## config.mk

```make
export PLATFORM = sky130hd
export DESIGN_NAME = svga_timing_gen
export DESIGN_NICKNAME = d
export VERILOG_FILES = /design/src/rtl/svga_pkg.sv /design/src/rtl/svga_axis_counter.sv /design/src/rtl/svga_timing_gen.sv
export SDC_FILE = /design/constraint.sdc
export NUM_CORES = 1
export LEC_CHECK = 0
export ABC_AREA = 1
export CORE_MARGIN = 2
export CORE_UTILIZATION = 49
export CTS_CLUSTER_DIAMETER = 30
export DETAILED_ROUTE_END_ITERATION = 8
export PLACE_DENSITY = 0.84
export SYNTH_ARGS = -nofsm -noshare
export SYNTH_HDL_FRONTEND = slang
export SYNTH_SLANG_ARGS = --single-unit
```

## constraint.sdc

```tcl
create_clock -name clk -period 1.8 [get_ports clk]
set_input_delay 0.36 -clock clk [delete_from_list [all_inputs] [get_ports clk]]
set_output_delay 0.36 -clock clk [all_outputs]
set_load 0.05 [all_outputs]
```

## src/rtl/svga_pkg.sv

```systemverilog
// rtl/svga_pkg.sv - timing descriptors and standard modes for the SVGA timing generator
//
// Purpose : shared types for svga_timing_gen.
//   timing_t : one axis of a video mode (active, front porch, sync, back porch)
//   mode_t   : a full mode, horizontal and vertical timing
//   total()  : length of one axis period in pixels or lines
// Ports   : none (package)
package svga_pkg;

  typedef struct packed {
    logic [15:0] active;
    logic [15:0] fp;
    logic [15:0] sync;
    logic [15:0] bp;
  } timing_t;

  typedef struct packed {
    timing_t h;
    timing_t v;
  } mode_t;

  localparam mode_t SVGA_800x600_60 = '{
    h: '{active: 16'd800, fp: 16'd40, sync: 16'd128, bp: 16'd88},
    v: '{active: 16'd600, fp: 16'd1,  sync: 16'd4,   bp: 16'd23}
  };

  localparam mode_t VGA_640x480_60 = '{
    h: '{active: 16'd640, fp: 16'd16, sync: 16'd96, bp: 16'd48},
    v: '{active: 16'd480, fp: 16'd10, sync: 16'd2,  bp: 16'd33}
  };

  function automatic int unsigned total(timing_t t);
    return 32'(t.active) + 32'(t.fp) + 32'(t.sync) + 32'(t.bp);
  endfunction

endpackage

```

## src/rtl/svga_axis_counter.sv

```systemverilog
// rtl/svga_axis_counter.sv - one wrapping timing axis (horizontal or vertical)
//
// Purpose : counts 0..TOTAL-1, advancing when adv is high, and decodes the
//           active and sync windows of that axis.
// Ports   :
//   clk      in   clock
//   reset    in   synchronous active-high reset, count returns to 0
//   adv      in   advance the count by one this cycle
//   count    out  current position on the axis
//   wrap     out  count is at TOTAL-1 (unqualified by adv)
//   active   out  count < ACTIVE
//   in_sync  out  count in [SYNC_START, SYNC_END)
module svga_axis_counter #(
  parameter int TOTAL      = 1056,
  parameter int SYNC_START = 840,
  parameter int SYNC_END   = 968,
  parameter int ACTIVE     = 800
) (
  input  logic                     clk,
  input  logic                     reset,
  input  logic                     adv,
  output logic [$clog2(TOTAL)-1:0] count,
  output logic                     wrap,
  output logic                     active,
  output logic                     in_sync
);

  localparam int W = $clog2(TOTAL);

  logic [W-1:0] count_q;
  logic [W-1:0] count_d;

  // Window decodes are done at 32 bits so SYNC_END may equal TOTAL
  // (zero back porch) even when TOTAL is a power of two.
  always_comb begin
    wrap    = (count_q == W'(TOTAL - 1));
    active  = (32'(count_q) < 32'(ACTIVE));
    in_sync = (32'(count_q) >= 32'(SYNC_START)) && (32'(count_q) < 32'(SYNC_END));
    count_d = count_q;
    if (adv) begin
      count_d = wrap ? '0 : count_q + 1'b1;
    end
  end

  always_ff @(posedge clk) begin
    if (reset) begin
      count_q <= '0;
    end else begin
      count_q <= count_d;
    end
  end

  assign count = count_q;

endmodule

```

## src/rtl/svga_timing_gen.sv

```systemverilog
// rtl/svga_timing_gen.sv - parametrised VGA/SVGA timing generator and pixel output stage
//
// Purpose : generates H/V counters, syncs, data-enable and line/frame strobes,
//           and blanks and registers the incoming pixel for the VGA pins.
// Ports   :
//   clk            in   clock
//   reset          in   synchronous active-high reset (priority over en)
//   en             in   1 = run, 0 = freeze counters, prescaler and outputs
//   rgb_in         in   {R,G,B} pixel for the current (x,y)
//   x, y           out  current horizontal / vertical count
//   pix_tick       out  counters advance this cycle
//   rgb_out        out  registered pixel, zero outside the active area
//   de             out  registered data-enable
//   hsync, vsync   out  registered syncs, polarity per HSYNC_POL / VSYNC_POL
//   next_vertical  out  last pixel tick of a line
//   next_frame     out  last pixel tick of a frame
module svga_timing_gen
  import svga_pkg::*;
#(
  parameter int H_ACTIVE   = int'(SVGA_800x600_60.h.active),
  parameter int H_FP       = int'(SVGA_800x600_60.h.fp),
  parameter int H_SYNC     = int'(SVGA_800x600_60.h.sync),
  parameter int H_BP       = int'(SVGA_800x600_60.h.bp),
  parameter int V_ACTIVE   = int'(SVGA_800x600_60.v.active),
  parameter int V_FP       = int'(SVGA_800x600_60.v.fp),
  parameter int V_SYNC     = int'(SVGA_800x600_60.v.sync),
  parameter int V_BP       = int'(SVGA_800x600_60.v.bp),
  parameter int HSYNC_POL  = 1,
  parameter int VSYNC_POL  = 1,
  parameter int COLOR_BITS = 2,
  parameter int PIXEL_REP  = 1
) (
  input  logic                                              clk,
  input  logic                                              reset,
  input  logic                                              en,
  input  logic [3*COLOR_BITS-1:0]                           rgb_in,
  output logic [$clog2(H_ACTIVE+H_FP+H_SYNC+H_BP)-1:0]      x,
  output logic [$clog2(V_ACTIVE+V_FP+V_SYNC+V_BP)-1:0]      y,
  output logic                                              pix_tick,
  output logic [3*COLOR_BITS-1:0]                           rgb_out,
  output logic                                              de,
  output logic                                              hsync,
  output logic                                              vsync,
  output logic                                              next_vertical,
  output logic                                              next_frame
);

  localparam timing_t H_T = '{active: 16'(H_ACTIVE), fp: 16'(H_FP), sync: 16'(H_SYNC), bp: 16'(H_BP)};
  localparam timing_t V_T = '{active: 16'(V_ACTIVE), fp: 16'(V_FP), sync: 16'(V_SYNC), bp: 16'(V_BP)};
  localparam int H_TOTAL = int'(total(H_T));
  localparam int V_TOTAL = int'(total(V_T));
  localparam int PW      = (PIXEL_REP > 1) ? $clog2(PIXEL_REP) : 1;
  localparam int CW      = 3 * COLOR_BITS;
  localparam logic HS_ON = (HSYNC_POL != 0);
  localparam logic VS_ON = (VSYNC_POL != 0);

  if (H_ACTIVE < 1 || H_SYNC < 1 || V_ACTIVE < 1 || V_SYNC < 1) begin : g_bad_width
    $error("svga_timing_gen: active and sync widths must be >= 1");
  end
  if (H_FP < 0 || H_BP < 0 || V_FP < 0 || V_BP < 0) begin : g_bad_porch
    $error("svga_timing_gen: porches must be >= 0");
  end
  if (PIXEL_REP < 1) begin : g_bad_rep
    $error("svga_timing_gen: PIXEL_REP must be >= 1");
  end
  if (COLOR_BITS < 1) begin : g_bad_color
    $error("svga_timing_gen: COLOR_BITS must be >= 1");
  end

  logic [PW-1:0] p_q, p_d;
  logic          de_q, de_d;
  logic [CW-1:0] rgb_q, rgb_d;
  logic          hsync_q, hsync_d;
  logic          vsync_q, vsync_d;

  logic h_wrap, h_active, h_in_sync;
  logic v_wrap, v_active, v_in_sync;

  // With PIXEL_REP=1 the prescaler stays at 0 and the compare is always true.
  assign pix_tick      = en & (p_q == PW'(PIXEL_REP - 1));
  assign next_vertical = pix_tick & h_wrap;
  assign next_frame    = next_vertical & v_wrap;

  svga_axis_counter #(
    .TOTAL      (H_TOTAL),
    .SYNC_START (H_ACTIVE + H_FP),
    .SYNC_END   (H_ACTIVE + H_FP + H_SYNC),
    .ACTIVE     (H_ACTIVE)
  ) u_h (
    .clk     (clk),
    .reset   (reset),
    .adv     (pix_tick),
    .count   (x),
    .wrap    (h_wrap),
    .active  (h_active),
    .in_sync (h_in_sync)
  );

  // The vertical axis steps once per completed line.
  svga_axis_counter #(
    .TOTAL      (V_TOTAL),
    .SYNC_START (V_ACTIVE + V_FP),
    .SYNC_END   (V_ACTIVE + V_FP + V_SYNC),
    .ACTIVE     (V_ACTIVE)
  ) u_v (
    .clk     (clk),
    .reset   (reset),
    .adv     (next_vertical),
    .count   (y),
    .wrap    (v_wrap),
    .active  (v_active),
    .in_sync (v_in_sync)
  );

  always_comb begin
    p_d     = p_q;
    de_d    = de_q;
    rgb_d   = rgb_q;
    hsync_d = hsync_q;
    vsync_d = vsync_q;
    if (en) begin
      p_d     = pix_tick ? '0 : p_q + 1'b1;
      de_d    = h_active & v_active;
      rgb_d   = de_d ? rgb_in : '0;
      hsync_d = h_in_sync ? HS_ON : ~HS_ON;
      vsync_d = v_in_sync ? VS_ON : ~VS_ON;
    end
  end

  always_ff @(posedge clk) begin
    if (reset) begin
      p_q     <= '0;
      de_q    <= 1'b0;
      rgb_q   <= '0;
      hsync_q <= ~HS_ON;
      vsync_q <= ~VS_ON;
    end else begin
      p_q     <= p_d;
      de_q    <= de_d;
      rgb_q   <= rgb_d;
      hsync_q <= hsync_d;
      vsync_q <= vsync_d;
    end
  end

  assign de      = de_q;
  assign rgb_out = rgb_q;
  assign hsync   = hsync_q;
  assign vsync   = vsync_q;

endmodule

```

==> impl_metrics.json <==
{
  "status": "finished, violations left",
  "violations": "negative setup slack",
  "place_congestion": 0.863,
  "timing.hold.ws_ps": 462,
  "cts_hold_buffers": 0,
  "die_area_um2": 3930,
  "ios": 42,
  "start_util_pct": 51.0,
  "synth_cells": 252,
  "yosys_most_used_dff": "dfxtp_1",
  "grt_pass1_wl_mm": 7.36,
  "placed_cells": 347,
  "hp-class": "reg -> reg",
  "antenna_found_initial": 0,
  "synth_area_leaders": "dfxtp_1, nand2_1, nor2_1, inv_1, nand3_1",
  "register_area_um2": 646,
  "worstPathMaxFanout": 3,
  "drc_errors": 0,
  "syn2layout_area_growth_pct": 43.5,
  "layout_setup_ws_ps": -59.8,
  "fillers": 274,
  "synth_top_area_share_pct": 36.7,
  "die_w_um": 62.7,
  "start_kind": "flip-flop",
  "fin_crit_ps": 1860,
  "synth_most_common_cell": "nand2_1",
  "wl_per_cell_um": 12.9,
  "drt_pre_antenna_iters": 4,
  "wl_mm": 4.69,
  "yosys-top-cells-count": "nand2_1, nor2_1, dfxtp_1",
  "fin_area_um2": 2420,
  "num_rows": 21,
  "worstHoldEndpoint": "rgb_out[4]$_SDFFE_PP0P_",
  "drtIter0Drc": 109,
  "synth_edf_count": 0,
  "max_freq_mhz": 538,
  "grt_start_max_net_pins": 11,
  "final_net_count": 329,
  "synth_nets": 266,
  "hp-start": "rgb_out[4]$_SDFFE_PP0P_",
  "die_y_um": 62.7,
  "peakVddDrop_v": 0.000410,
  "ant_nets": 0,
  "cellPowerDensity_nw_per_um2": 609,
  "slew_headroom_pct": 61.3,
  "leakage_uw": 0.00107,
  "drive_above_1_share_pct": 30.7,
  "path_clk_slew_ps": 100,
  "endpoint_kind": "output pin",
  "syn_avg_cell_area_um2": 6.70,
  "tritoncts": "done",
  "vias": 1870,
  "cp.required_ps": 1440,
  "multi_input_area_um2": 963,
  "r2r_end": "u_v.count[9]$_SDFFE_PP0P_",
  "grt_overflow_total": 0,
  "clock_skew_ps": 7.41,
  "coreArea_um2": 3310,
  "io_buffer_count": 41,
  "path_class": "reg -> out",
  "finalSetupViolations": 2,
  "clock_path_buffers": 2,
  "synth_area_leader_cell": "dfxtp_1",
  "ys_ff_latch": 31,
  "dpl_cell_area_um2": 2220,
  "fin_cells": 362,
  "root_buffer": "clkbuf_4",
  "crit_chain": "ha_4 > nand2_4 > inv_4 > nand3_4 > nor2_4 > nand2_2 > clkinvlp_4 > buf_12",
  "reg2reg_depth": 12,
  "report.final.slew_viol_count": 0,
  "syn_area_um2": 1690,
  "async_flop_share_pct": 0,
  "clk_latency_ps": 340,
  "ys_seq_area_share_pct": 36.7,
  "grt_setup_unrepaired": "yes",
  "diodes": 0,
  "place_hpwl_mm": 3.23,
  "cts.sinks": 31,
  "critPathArrivalTime_ps": 1500,
  "rr_startpoint": "u_h.count[0]$_SDFFE_PP0P_",
  "synth_cell_type_count": 28,
  "max_stage_delay_ps": 370,
  "via_per_inst": 5.17,
  "hold_viol": 0,
  "slowest_stage": "dfxtp_4",
  "max_cap_viol_count": 0,
  "grt_pass1_vias": 1674,
  "grtUsageTotal_pct": 23.6,
  "finalCritPeriodShare_pct": 103,
  "yosysWarnings": 0,
  "cts_max_level": 2,
  "tightest_slew_ps": 578,
  "hold_depth": 2,
  "r2r_setup_slack_ps": 240,
  "cts_buffers": 5
}
[timing repair]
| action | 4_1_cts | 5_1_grt |
|---|---|---|
| pin swaps | 3 | 2 |
| gates resized for setup | 11 | 12 |
| setup endpoints to repair | 2 | 2 |
| buffers inserted | 4 | 3 |
[cell families (layout without fill, tap and decap cells)]
group | count (synthesis) | after routing | share of synthesized area [%]
simple gates | 150 | 150 | 41.3
buf+inv | 39 | 103 | 9.33
flops | 31 | 31 | 36.7
compound gates | 24 | 24 | 7.41
fa+ha+maj | 5 | 5 | 3.70
xor+xnor | 3 | 3 | 1.56
[power breakdown]
part / internal, uW / switching [uW] / leakage (uW)
Combinational: 68.8 / 115 / 0.000760
Sequential: 696 / 9.75 / 0.000259
Clock: 328 / 258 / 0.0000482
[stage by stage]
step           utilization [%]  TNS, ps  power [uW]  setup WS [ps]
2_1_floorplan                -        0         824           11.6
3_3_place_gp              67.0     -318         895           -108
3_5_place_dp              67.0     -462         897           -126
4_1_cts                   71.5     -111        1480          -78.3
5_1_grt                   73.2     -218        1540           -143
6_report                  73.2    -67.5        1480          -59.8
[worst max-delay path, delay by kind of cell, from the launching register on]
family | cells | cell delay [ps]
adder cells (fa/ha/maj) | 1 | 140
buffers and inverters | 3 | 290
AND/OR/NAND/NOR | 4 | 360
flip-flops | 1 | 370
[registers in the layout (all words and copies together) (netlist names)]
name,cells
u_h.count,11
vsync,1
rgb_out,6
p_q,1
de,1
u_v.count,10
hsync,1
[cells in the final DEF, fill, tap and decap left out, types with 5 or more instances in the layout]
cell and n:
nand2_1 71, buf_4 49, nor2_1 30, inv_1 26, dfxtp_1 19, nand3_1 16, a21oi_1 12, nand4_1 12
o21ai_0 9, dfxtp_2 8, clkdlybuf4s50_1 7, clkbuf_4 5
[worst max-delay path by stage]
stage	endpoint	from	slack, ps	cells after the start
finish	next_frame	u_h.count[0]$_SDFFE_PP0P_	-60	8
CTS	next_frame	u_h.count[1]$_SDFFE_PP0P_	-80	8
floorplan	next_frame	u_h.count[2]$_SDFFE_PP0P_	10	6
detailed placement	next_frame	en	-130	8
global route	next_frame	u_h.count[10]$_SDFFE_PP0P_	-140	7
global placement	next_frame	en	-110	8
[routing by layer]
layer / part of all wire, % / wire (um) / vias up / GRT usage, %
li1: - / - / 935 / -
met1: 41 / 1930 / 863 / 26.1
met2: 51 / 2370 / 62 / 41.5
met3: 6.1 / 288 / 10 / 7.39
met4: 2.2 / 101 / 0 / 10.0
met5: 0 / 0 / - / 0
[area by class of cell]
cell class / count / area share, %
Tap cell: 46 / 2.37
Inverter: 33 / 5.47
Clock inverter: 2 / 1.45
Clock buffer: 6 / 2.12
Timing Repair Buffer: 62 / 22.2
Sequential cell: 31 / 26.6
Multi-Input combinational cell: 182 / 39.8
(Power assumes the default switching activity.)
